**src/rtl/debounce_pkg.sv**
```systemverilog
// Shared types and width helpers for the debounce/auto-repeat input conditioner.
// Counter widths are derived from the channel parameters with the helpers below.
package debounce_pkg;

  typedef enum logic [1:0] {
    IDLE   = 2'd0,
    HOLD   = 2'd1,
    REPEAT = 2'd2
  } rpt_state_e;

  localparam int unsigned DEF_N_CH          = 3;
  localparam int unsigned DEF_SYNC_STAGES   = 2;
  localparam int unsigned DEF_STABLE_CYCLES = 500000;
  localparam int unsigned DEF_REPEAT_DELAY  = 50000000;
  localparam int unsigned DEF_REPEAT_PERIOD = 10000000;

  // Bits needed to hold the values 0..max_count, never less than one.
  function automatic int unsigned cnt_width(input int unsigned max_count);
    return (max_count < 32'd1) ? 32'd1 : $clog2(max_count + 1);
  endfunction

  function automatic int unsigned max2(input int unsigned a, input int unsigned b);
    return (a > b) ? a : b;
  endfunction

  localparam int unsigned DEF_STABLE_W = cnt_width(DEF_STABLE_CYCLES);
  localparam int unsigned DEF_RPT_W    = cnt_width(max2(DEF_REPEAT_DELAY, DEF_REPEAT_PERIOD));

endpackage

```
**src/rtl/debounce_repeat_ch.sv**
```systemverilog
// One input channel: synchroniser, counter-based debouncer, registered
// press/release pulses and an auto-repeat FSM for held buttons.
module debounce_repeat_ch
  import debounce_pkg::*;
#(
  parameter int unsigned SYNC_STAGES   = DEF_SYNC_STAGES,
  parameter int unsigned STABLE_CYCLES = DEF_STABLE_CYCLES,
  parameter int unsigned REPEAT_DELAY  = DEF_REPEAT_DELAY,
  parameter int unsigned REPEAT_PERIOD = DEF_REPEAT_PERIOD
) (
  input  logic clk,
  input  logic reset,
  input  logic raw_i,
  input  logic rep_en_i,
  output logic level_o,
  output logic press_o,
  output logic release_o
);

  localparam int unsigned DB_W  = cnt_width(STABLE_CYCLES);
  localparam int unsigned RPT_W = cnt_width(max2(REPEAT_DELAY, REPEAT_PERIOD));

  localparam logic [DB_W-1:0]  DB_LAST     = DB_W'(STABLE_CYCLES - 1);
  localparam logic [RPT_W-1:0] DELAY_LAST  = RPT_W'(REPEAT_DELAY - 1);
  localparam logic [RPT_W-1:0] PERIOD_LAST = RPT_W'(REPEAT_PERIOD - 1);

  logic [SYNC_STAGES-1:0] sync_q;
  logic                   sync_w;

  logic [DB_W-1:0]  db_cnt_q, db_cnt_d;
  logic             level_q, level_d;
  logic             rise_w, fall_w;

  rpt_state_e       state_q, state_d;
  logic [RPT_W-1:0] rpt_cnt_q, rpt_cnt_d;
  logic             rpt_pulse_w;

  logic             press_q, release_q;

  // NOTE: every clocked register uses non-blocking assignment so that all
  // flops sample their inputs from the same pre-edge values.
  always_ff @(posedge clk) begin
    if (reset) begin
      sync_q <= '0;
    end else begin
      sync_q <= {sync_q[SYNC_STAGES-2:0], raw_i};
    end
  end

  assign sync_w = sync_q[SYNC_STAGES-1];

  // NOTE: every output of a combinational block gets a default first, so no
  // path leaves a signal unassigned and no latch is inferred.
  always_comb begin
    db_cnt_d = db_cnt_q;
    level_d  = level_q;
    rise_w   = 1'b0;
    fall_w   = 1'b0;
    if (sync_w == level_q) begin
      db_cnt_d = '0;
    end else if (db_cnt_q == DB_LAST) begin
      level_d  = ~level_q;
      db_cnt_d = '0;
      rise_w   = ~level_q;
      fall_w   = level_q;
    end else begin
      db_cnt_d = db_cnt_q + 1'b1;
    end
  end

  // A falling level always wins, which keeps press and release mutually exclusive.
  always_comb begin
    state_d     = state_q;
    rpt_cnt_d   = rpt_cnt_q;
    rpt_pulse_w = 1'b0;
    if (fall_w) begin
      state_d   = IDLE;
      rpt_cnt_d = '0;
    end else begin
      case (state_q)
        IDLE: begin
          if (rise_w) begin
            state_d   = HOLD;
            rpt_cnt_d = '0;
          end
        end
        HOLD: begin
          if (!rep_en_i) begin
            rpt_cnt_d = '0;
          end else if (rpt_cnt_q == DELAY_LAST) begin
            rpt_pulse_w = 1'b1;
            rpt_cnt_d   = '0;
            state_d     = REPEAT;
          end else begin
            rpt_cnt_d = rpt_cnt_q + 1'b1;
          end
        end
        REPEAT: begin
          if (!rep_en_i) begin
            state_d   = HOLD;
            rpt_cnt_d = '0;
          end else if (rpt_cnt_q == PERIOD_LAST) begin
            rpt_pulse_w = 1'b1;
            rpt_cnt_d   = '0;
          end else begin
            rpt_cnt_d = rpt_cnt_q + 1'b1;
          end
        end
        default: begin
          state_d   = IDLE;
          rpt_cnt_d = '0;
        end
      endcase
    end
  end

  always_ff @(posedge clk) begin
    if (reset) begin
      db_cnt_q  <= '0;
      level_q   <= 1'b0;
      state_q   <= IDLE;
      rpt_cnt_q <= '0;
      press_q   <= 1'b0;
      release_q <= 1'b0;
    end else begin
      db_cnt_q  <= db_cnt_d;
      level_q   <= level_d;
      state_q   <= state_d;
      rpt_cnt_q <= rpt_cnt_d;
      press_q   <= rise_w | rpt_pulse_w;
      release_q <= fall_w;
    end
  end

  assign level_o   = level_q;
  assign press_o   = press_q;
  assign release_o = release_q;

endmodule

```
**src/rtl/debounce_repeat.sv**
```systemverilog
// N-channel pushbutton/switch conditioner: one independent debounce/repeat
// channel per raw input, outputs concatenated bit-per-channel.
module debounce_repeat
  import debounce_pkg::*;
#(
  parameter int unsigned N_CH          = DEF_N_CH,
  parameter int unsigned SYNC_STAGES   = DEF_SYNC_STAGES,
  parameter int unsigned STABLE_CYCLES = DEF_STABLE_CYCLES,
  parameter int unsigned REPEAT_DELAY  = DEF_REPEAT_DELAY,
  parameter int unsigned REPEAT_PERIOD = DEF_REPEAT_PERIOD
) (
  input  logic            clk,
  input  logic            reset,
  input  logic [N_CH-1:0] raw_in_i,
  input  logic [N_CH-1:0] rep_en_i,
  output logic [N_CH-1:0] level_o,
  output logic [N_CH-1:0] press_o,
  output logic [N_CH-1:0] release_o
);

  for (genvar g = 0; g < N_CH; g++) begin : g_ch
    debounce_repeat_ch #(
      .SYNC_STAGES  (SYNC_STAGES),
      .STABLE_CYCLES(STABLE_CYCLES),
      .REPEAT_DELAY (REPEAT_DELAY),
      .REPEAT_PERIOD(REPEAT_PERIOD)
    ) u_ch (
      .clk      (clk),
      .reset    (reset),
      .raw_i    (raw_in_i[g]),
      .rep_en_i (rep_en_i[g]),
      .level_o  (level_o[g]),
      .press_o  (press_o[g]),
      .release_o(release_o[g])
    );
  end

endmodule

```
**config.mk**
```make
export PLATFORM = sky130hd
export DESIGN_NAME = debounce_repeat
export DESIGN_NICKNAME = d
export VERILOG_FILES = /design/src/rtl/debounce_pkg.sv /design/src/rtl/debounce_repeat_ch.sv /design/src/rtl/debounce_repeat.sv
export SDC_FILE = /design/constraint.sdc
export NUM_CORES = 1
export LEC_CHECK = 0
export BUFFER_PORTS_ARGS = -buffer_cell sky130_fd_sc_hd__buf_4
export CELL_PAD_IN_SITES_DETAIL_PLACEMENT = 1
export CELL_PAD_IN_SITES_GLOBAL_PLACEMENT = 1
export CORE_MARGIN = 4
export CORE_UTILIZATION = 43
export DETAILED_ROUTE_END_ITERATION = 12
export GPL_ROUTABILITY_DRIVEN = 0
export PLACE_DENSITY_LB_ADDON = 0.1
export SYNTH_ARGS = -nofsm -noshare
export SYNTH_HDL_FRONTEND = slang
export SYNTH_SLANG_ARGS = --single-unit
```
**constraint.sdc**
```tcl
create_clock -name clk -period 2.6 [get_ports clk]
set_clock_uncertainty 0.2 [all_clocks]
set_input_delay 0 -clock clk [delete_from_list [all_inputs] [get_ports clk]]
set_output_delay 0 -clock clk [all_outputs]
set_load 0.005 [all_outputs]
```
---- Yosys cells after proc, flatten, opt, wreduce, memory -nomap -nowiden ----
Index checks and enable logic that the tools add are counted.
cells by class
  magnitude comparators ................... 0
  equal/unequal tests ..................... 30
  bitwise operators ....................... 9
  mux-type cells .......................... 63
  multipliers ............................. 0
  shift operators ......................... 0
  div/mod/pow operators ................... 0
  reductions and logical operators ........ 15
  add/sub/neg operators ................... 6
operators by type and width
  cell                                                   count
  two-way mux 26 bit                                     15
  case mux 26 bit (3 select lines)                       3
  adder 26 x 1 -> 26 bit, second input constant          3
  equality test 26 x 24 -> 1 bit, second input constant  3
  equality test 26 bit, second input constant            3
  adder 19 x 1 -> 19 bit, second input constant          3
  equality test 19 bit, second input constant            3
  two-way mux 1 bit                                      27
  two-way mux 2 bit                                      12
  case mux 2 bit (3 select lines)                        3
  inequality test 2 x 1 -> 1 bit, second input constant  6
  inequality test 2 bit, second input constant           6
  AND reduction 4 bit                                    3
  OR reduction 3 bit                                     3
  equality test 2 x 1 -> 1 bit, second input constant    3
  equality test 2 bit, second input constant             3
  logical NOT 2 bit                                      3
  NOT 1 bit                                              6
  case mux 1 bit (2 select lines)                        3
  AND reduction 2 bit                                    3
  OR reduction 2 bit                                     3
  equality test 1 bit                                    3
  OR 1 bit                                               3
storage, ports and cells
  bits in writable memories ............... 0
  bits in latches ......................... 0
  register bits after elaboration ......... 156
  memory bits (read-only) ................. 0
  logic and storage cells ................. 144
  memories kept ........................... 0
  output and inout port bits .............. 9

---- Logic depth before layout (Yosys ltp) ----
Gate-level depths: netlist of run 1.
  depth after elaboration ................. 6
  depth in mapped cells ................... 8
  mapped depth without buffers ............ 7

---- Cells and area by module ----
A second synthesis of run 1 with hierarchy kept.
unflattened totals
  cells, all modules ...................... 919
  area, all modules ....................... 7813.7 um2
by module, submodules not included
  module                              seq. area each (um2)  instances  area each (um2)  cells an instance
  debounce_repeat_ch at g_ch[0].u_ch  1041.0                1          2642.5           320
  debounce_repeat_ch at g_ch[2].u_ch  1041.0                1          2586.2           301
  debounce_repeat_ch at g_ch[1].u_ch  1041.0                1          2585.0           298

---- Worst setup path before layout of run 1 ----
OpenSTA, ideal clock, no wires.
  path type ............................... register -> register
  from .................................... reg g_ch[1].u_ch.rpt_cnt_q[7]
  to ...................................... reg g_ch[1].u_ch.rpt_cnt_q[22]
  setup slack ............................. 152 ps
  path buffers ............................ 1
  arrival time ............................ 2122 ps
  cell stages (with the launch flop) ...... 8
  data required time ...................... 2274 ps
  setup time .............................. 126 ps
  cells stage by stage .................... dfxtp_1 > or4b_1 > or4_4 > o21ai_4 > a211oi_4 > buf_6 > a22oi_1 > o41ai_1
on the way
  longest elaborated chain between the ends .. 4
  elaborated cells on any way between the ends .. 8
RTL lines
  what                                                  RTL line                                             text
  start, declared                                       debounce_repeat_ch.sv:35                             logic [RPT_W-1:0] rpt_cnt_q, rpt_cnt_d;
  start signal, assigned                                debounce_repeat_ch.sv:129                            rpt_cnt_q <= rpt_cnt_d;
  adder 26 x 1 -> 26 bit, or another cell as far along  debounce_repeat_ch.sv:95, debounce_repeat_ch.sv:106
  two-way mux 26 bit (on tied branches)                 debounce_repeat_ch.sv:102, debounce_repeat_ch.sv:90
  two-way mux 26 bit (on tied branches)                 debounce_repeat_ch.sv:99, debounce_repeat_ch.sv:88
  case mux 26 bit (3 select lines) *                    debounce_repeat_ch.sv:80                             case (state_q)
Every way passes the cells marked *; elsewhere a longest branch is shown, timed or not.
A chain may end at the register's enable or synchronous reset.

---- Worst setup path in the final report of run 1 ----
  from .................................... reg g_ch[1].u_ch.rpt_cnt_q[16]
  to ...................................... reg g_ch[1].u_ch.rpt_cnt_q[22]
Same word-level chain as after synthesis.

==> results of run 1 <==
-- critical path, delay by kind of cell, from the launching register on --
| family | cells | cell delay [ns] |
|---|---|---|
| DFF | 1 | 0.34 |
| buffers and inverters | 1 | 0.16 |
| AOI/OAI and AO/OA | 4 | 0.62 |
| and+or+nand+nor | 2 | 1.14 |
-- through the flow --
step,utilization,setup TNS [ns],total power (uW),instances
6_report,0.510,0,5050,1298
5_1_grt,0.510,-0.158,5260,1298
4_1_cts,0.506,0,5120,1297
3_5_place_dp,0.469,0,2550,1255
3_3_place_gp,0.469,0,2550,1255
2_1_floorplan,-,0,2510,999
-- where the power goes --
part           internal [uW]  switching, uW  leakage (uW)
Combinational           43.0           65.9       0.00163
Sequential              2390           4.13       0.00126
Clock                   1470           1070      0.000292
-- cells in the mapped netlist (all sizes together), types with 3 or more instances --
library cell / n / share of area
o21a: 4 / 0.0037
a22oi: 4 / 0.0037
xor2: 29 / 0.031
and4: 11 / 0.012
ha: 15 / 0.023
o2111ai: 3 / 0.0032
xnor2: 46 / 0.049
nand4: 52 / 0.040
a21o: 6 / 0.0064
and3: 17 / 0.013
nand2: 103 / 0.048
nand3: 115 / 0.071
a31oi: 10 / 0.0077
or2: 5 / 0.0038
nor3: 31 / 0.020
nor3b: 3 / 0.0028
o21ai: 13 / 0.012
o31ai: 5 / 0.0063
nor4bb: 9 / 0.011
a211oi: 3 / 0.0043
mux2i: 4 / 0.0049
nor2: 127 / 0.058
nor4b: 10 / 0.011
o31a: 4 / 0.0044
nor4: 25 / 0.020
nand3b: 3 / 0.0028
a21oi: 31 / 0.020
inv: 27 / 0.012
or4b: 4 / 0.0049
dfxtp: 156 / 0.38
o21bai: 3 / 0.0028
nand4b: 6 / 0.0064
clkbuf: 27 / 0.014
nand2b: 3 / 0.0023
or4: 18 / 0.017
and2: 5 / 0.0040
nor2b: 10 / 0.0077
or3: 10 / 0.0078
buf: 20 / 0.018
-- cell type report --
type                       instances  area [um^2]  area share
sequential                       156         3130       0.328
timing repair buffer              79          679      0.0712
tap                              234          293      0.0307
clock inverter                    13          156      0.0164
clock buffer                      19          443      0.0464
multi-input combinational        770         4740       0.497
inverter                          27          101      0.0106
-- cells in the final DEF, fill, tap and decap left out, types with 17 or more instances in the layout --
master and n:
a21oi_1 28, and3_1 17, buf_4 62, clkbuf_16 17, dfxtp_1 154, inv_1 27
nand2_1 102, nand3_1 115, nand4_1 52, nor2_1 126, nor3_1 30, nor4_1 23
or4_1 17, xnor2_1 46, xor2_1 29
-- routing by layer --
layer	share of wire	global-route usage
met3	0.022	0.0349
met4	0.0063	0.0442
met2	0.47	0.329
met5	0	0
met1	0.50	0.270
-- logic make-up after synthesis --
kind of cell | after synthesis
and+or+nand+nor | 577
DFF | 156
AOI/OAI and AO/OA | 98
xor gates and xnor gates | 75
buffers and inverters | 74
adders and majority gates | 15
muxes | 4
-- flip-flops by register name, indices dropped and copies added (netlist names) --
register / count
g_ch.u_ch.rpt_cnt_q: 78
g_ch.u_ch.db_cnt_q: 57
g_ch.u_ch.state_q: 6
g_ch.u_ch.sync_q: 6
g_ch.u_ch.level_o: 3
g_ch.u_ch.press_o: 3
g_ch.u_ch.release_o: 3
-- final timing paths --
check / cells after the start / end / slack (ns) / startpoint
max: 7 / g_ch[1].u_ch.rpt_cnt_q[22] / 0.02 / g_ch[1].u_ch.rpt_cnt_q[16]
min: 1 / g_ch[2].u_ch.db_cnt_q[0] / 0.25 / g_ch[2].u_ch.db_cnt_q[0]
min reg2reg: 1 / g_ch[2].u_ch.db_cnt_q[0] / 0.25 / g_ch[2].u_ch.db_cnt_q[0]
max reg2reg: 7 / g_ch[1].u_ch.rpt_cnt_q[22] / 0.02 / g_ch[1].u_ch.rpt_cnt_q[16]
-- what timing repair did --
item,4_1_cts,5_1_grt
gates resized for setup,0,14
endpoints found under the hold margin,22,0
endpoints found under the setup margin,0,32
hold buffers,10,0
==> results by group, run 1 <==
CTS
  – CTS tree: yes
  – Clock root cell: clkbuf_16
  – Post-CTS setup buffer count: 0
  – Worst-path clk slew: 0.07 ns
  – # clock sinks: 156
  – H-Tree Depth: 4
  – Worst-Skew Late Latency: 0.42 ns
  – CTS buffer count: 17
  – CTS max path bufs: 2

Route
  – Initial DRC count: 338
  – Post-route ant nets: 0
  – DRC Markers: 0
  – WL/cell: 16.3 um
  – DR vias: 7371
  – DR vias/cell: 5.68
  – Routed wire length: 21.1 mm
  – DRT Pass-1 Iters: 4

Critical path
  – CP Capture Type: flip-flop
  – Slowest cell delay on critical path: 0.63 ns
  – CP startpoint kind: flip-flop
  – CP Data Required Time: 2.70 ns
  – WS Path Type: flip-flop to flip-flop
  – Slowest CP cell: or4_4
  – Crit path arrival time: 2.69 ns
  – CP Cell Sequence: or4b_4, or4_4, o21ai_4, buf_6, a211oi_4, a22oi_1, o41ai_1
  – CP Max Fanout: 7

STA
  – Slew @ Worst Pin: 0.717 ns
  – Final Setup Violations: 0
  – Final worst setup slack: 0.0165 ns
  – RSZ-0062 raised after global routing: yes
  – Fin. Hold Viols: 0
  – Max-slew violations: 0
  – Final Cycle Share: 0.994
  – Final min period: 2.58 ns
  – Hold Slack: 0.247 ns
  – FMAX: 387 MHz
  – Rel. slew slack: 0.520

Logic synthesis
  – Post-synth cell types: 76
  – Adder-cell share of the synthesized area: 0.0230
  – Post-synth EDFFs: 0
  – Synth Flop Type: dfxtp_1
  – Synth Area in Compound Gates: 0.0888
  – Synth Area in Simple Gates: 0.376
  – Main combinational cell family by area after synthesis: simple AND/OR/NAND/NOR gates
  – Yosys warning count: 0
  – Syn avg cell area: 8.17 um^2
  – Sequential share of the synthesized area: 0.383
  – Post-synth net total: 1022
  – Syn Inst Count: 999
  – Mux contribution to synthesized area: 0.00491
  – Yosys reg bits: 156
  – Synth Area in XOR/XNOR: 0.0805
  – Async SR Flop Fraction: 0
  – Synthesized cell area: 0.00816 mm^2

Floorplanning
  – Die width: 146 um
  – IO Pins: 17
  – Core box area: 0.0187 mm^2
  – Initial Util: 0.436
  – Die extent in y: 146 um
  – Die ar.: 0.0212 mm^2
  – Row count: 50

Layout
  – Nets: 1074
  – Area Growth Syn to Fin: 16.9%
  – Fill count: 2240
  – # diodes: 0
  – Share of layout cells above drive strength 1: 0.131
  – Final instance area: 0.00954 mm^2

Placement
  – Port bufs: 16
  – DP Worst Slack: 0.0458 ns
  – Dpl hpwl: 14.7 mm
  – Placed inst area: 0.00877 mm^2

Worst hold path
  – Worst min path class: flip-flop to flip-flop

GRT
  – Initial antenna violation count: 0
  – Total grt overflow: 0
  – Largest net degree at the start of global routing: 30
  – First-pass GRT wire length: 35.6 mm
  – Total GRT Usage: 0.198
  – Vias in the first global route: 7271

Pwr
  – Pleak: 0.00318 uW
  – Worst IR Drop VDD: 0.413 mV
  – PD cells: 529 mW/mm^2

Run status
  – Status: complete, no violations

Flow run
  – Max_cap viols: 0
(Power assumes the default switching activity.)
==> run 2: changes to the inputs <==
- BUFFER_PORTS_ARGS: -buffer_cell sky130_fd_sc_hd__buf_4 -> default
- CORE_UTILIZATION: 43 -> 44
- DONT_BUFFER_PORTS: default -> 1
- MAX_ROUTING_LAYER: default -> met4
==> run 2 against run 1 <==
  * Fmax rose by 2.3%
  * Largest power group is now registers
  * Sequential power about the same
  * Combinational power fell by 16%
  * Power shrank 4.7%
  * First-iteration DRC count shrank 7.1%
  * Design area decreased by 2.3%
  * Largest cell class unchanged
  * Sequential share of layout area up 0.75 points
==> results by group, run 2 (synthesis results as in run 1) <==
Critical path
  – CP Cell Sequence: or4b_1, or4_4, o21ai_4, a21oi_4, buf_12, a31oi_2, a21oi_1
  – Worst R2R Start: g_ch[1].u_ch.rpt_cnt_q[16]
  – Setup slack, reg-to-reg: 0.07 ns
  – WS Path Type: flip-flop to flip-flop
  – Slowest cell delay on critical path: 0.60 ns
  – Worst Reg-to-Reg Cells: 7
  – CP Max Fanout: 11
  – CP startpoint kind: flip-flop
  – Slowest CP cell: or4_4
  – CP Data Required Time: 2.70 ns
  – Crit path arrival time: 2.63 ns
  – CP Capture Type: flip-flop
  – CP delay by family, top: simple AND/OR/NAND/NOR gates
  – Critical R2R Capture: g_ch[1].u_ch.rpt_cnt_q[20]
  – Worst path bufs/invs: 1

STA
  – Max-slew violations: 0
  – Slew @ Worst Pin: 0.816 ns
  – Final Cycle Share: 0.972
  – FMAX: 396 MHz
  – Rel. slew slack: 0.454
  – Fin. Hold Viols: 0
  – Final min period: 2.53 ns
  – Final Setup Violations: 0
  – RSZ-0062 raised after global routing: yes
  – Hold Slack: 0.0448 ns

CTS
  – Clock root cell: clkbuf_16
  – CTS buffer count: 17
  – Worst-Skew Late Latency: 0.42 ns
  – Worst-path clk slew: 0.06 ns
  – H-Tree Depth: 4
  – # clock sinks: 156
  – CTS max path bufs: 2
  – CTS tree: yes

Route
  – DR vias: 7286
  – Initial DRC count: 314
  – WL/cell: 16.4 um
  – Routed wire length: 20.9 mm
  – DR vias/cell: 5.71
  – Post-route ant nets: 0
  – DRT Pass-1 Iters: 4
  – DRC Markers: 0

Pwr
  – Pleak: 0.00306 uW
  – PD cells: 516 mW/mm^2
  – PnR Total Power: 4810 uW
  – Worst IR Drop VDD: 0.452 mV

Worst hold path
  – Hold path cells: 2
  – Hold Startpoint: raw_in_i[2]
  – Worst min path class: primary input to flip-flop
  – Hold endpoint: g_ch[2].u_ch.sync_q[0]

Layout
  – Area Growth Syn to Fin: 14.2%
  – Largest registers: g_ch.u_ch.rpt_cnt_q (78), g_ch.u_ch.db_cnt_q (57)
  – Commonest non-fill, non-tap cell in the layout: dfxtp_1
  – Nets: 1058
  – Max reg flops: 78
  – Share of layout cells above drive strength 1: 0.116
  – Largest Register: g_ch.u_ch.rpt_cnt_q
  – Commonest cells after routing, fill and taps aside: dfxtp_1 (156), nor2_1 (127), nand3_1 (115)
  – # diodes: 0

Placement
  – Port bufs: 0
  – Dpl hpwl: 14.5 mm

Floorplanning
  – Core box area: 0.0181 mm^2
  – Die extent in y: 144 um
  – IO Pins: 17
  – Die ar.: 0.0208 mm^2
  – Die width: 144 um
  – Initial Util: 0.451
  – Row count: 49

GRT
  – Initial antenna violation count: 0
  – Total grt overflow: 0
  – Largest net degree at the start of global routing: 30
  – Total GRT Usage: 0.219
  – First-pass GRT wire length: 36.3 mm
  – Vias in the first global route: 7343

Flow run
  – Max_cap viols: 0

Run status
  – Status: complete, no violations
-- run 2: cell count changes in the layout (fill, tap and decap cells not counted), sizes merged --
cell	delta
clkinv	-1
a211oi	-1
bufinv	-2
inv	-2
clkbuf	+1
buf	-12
clkinvlp	+3
dlygate4sd3	-3
-- run 2: how the worst max path moves through the flow --
stage                                     startpoint  cells after the start  slack [ns]                    endpoint
after floorplan            g_ch[1].u_ch.rpt_cnt_q[7]                      7        0.15  g_ch[1].u_ch.rpt_cnt_q[22]
after global placement    g_ch[1].u_ch.rpt_cnt_q[16]                      7        0.12  g_ch[1].u_ch.rpt_cnt_q[20]
after detailed placement  g_ch[1].u_ch.rpt_cnt_q[16]                      6        0.07     g_ch[1].u_ch.state_q[0]
after CTS                 g_ch[1].u_ch.rpt_cnt_q[16]                      7        0.04  g_ch[1].u_ch.rpt_cnt_q[20]
after global routing       g_ch[0].u_ch.db_cnt_q[13]                      7       -0.04  g_ch[0].u_ch.rpt_cnt_q[18]
final                     g_ch[1].u_ch.rpt_cnt_q[16]                      7        0.07  g_ch[1].u_ch.rpt_cnt_q[20]
-- run 2: stage by stage --
step | setup TNS [ns] | std cells | area (um^2) | setup slack [ns] | util
after floorplan | 0 | 999 | 8160 | 0.152 | -
after global routing | -0.137 | 1276 | 9320 | -0.0372 | 0.515
after CTS | 0 | 1274 | 9270 | 0.0437 | 0.513
after detailed placement | 0 | 1236 | 8660 | 0.0713 | 0.479
final | 0 | 1276 | 9320 | 0.0739 | 0.515
after global placement | 0 | 1236 | 8660 | 0.124 | 0.479
-- run 2: worst reg2reg max path, stage by stage, from the launching register on --
cell	delay [ns]
dfxtp_1	0.34
or4b_1	0.52
or4_4	0.60
o21ai_4	0.24
a21oi_4	0.14
buf_12	0.17
a31oi_2	0.14
a21oi_1	0.06
-- run 2: power by group --
part,internal [uW],switching (uW)
Clock,1280,1040
Combinational,30.5,61.5
Sequential,2400,4.07
-- run 2: layout make-up --
type,count,area (um^2)
well taps,229,287
clock buffers,20,457
flip-flops and latches,156,3120
inverters,27,101
fillers,2172,8770
repair buffers,64,548
multi-input cells,769,4720
clock inverters,11,87.6
-- run 2: what timing repair did --
item                                   4_1_cts  5_1_grt
setup buffers                                0        2
endpoints found under the hold margin      137        0
resized for setup                            0        6
hold buffers                                 7        0
setup endpoints to repair                    0       25
-- run 2: layer usage --
metal	global-route usage	vias to the layer above	wire, um	share of wire
met4	0.0530	0	202	0.0097
met2	0.342	71	9850	0.47
met1	0.296	3545	10400	0.50
li1	-	3658	-	-
met5	-	-	0	0
met3	0.0374	12	416	0.020
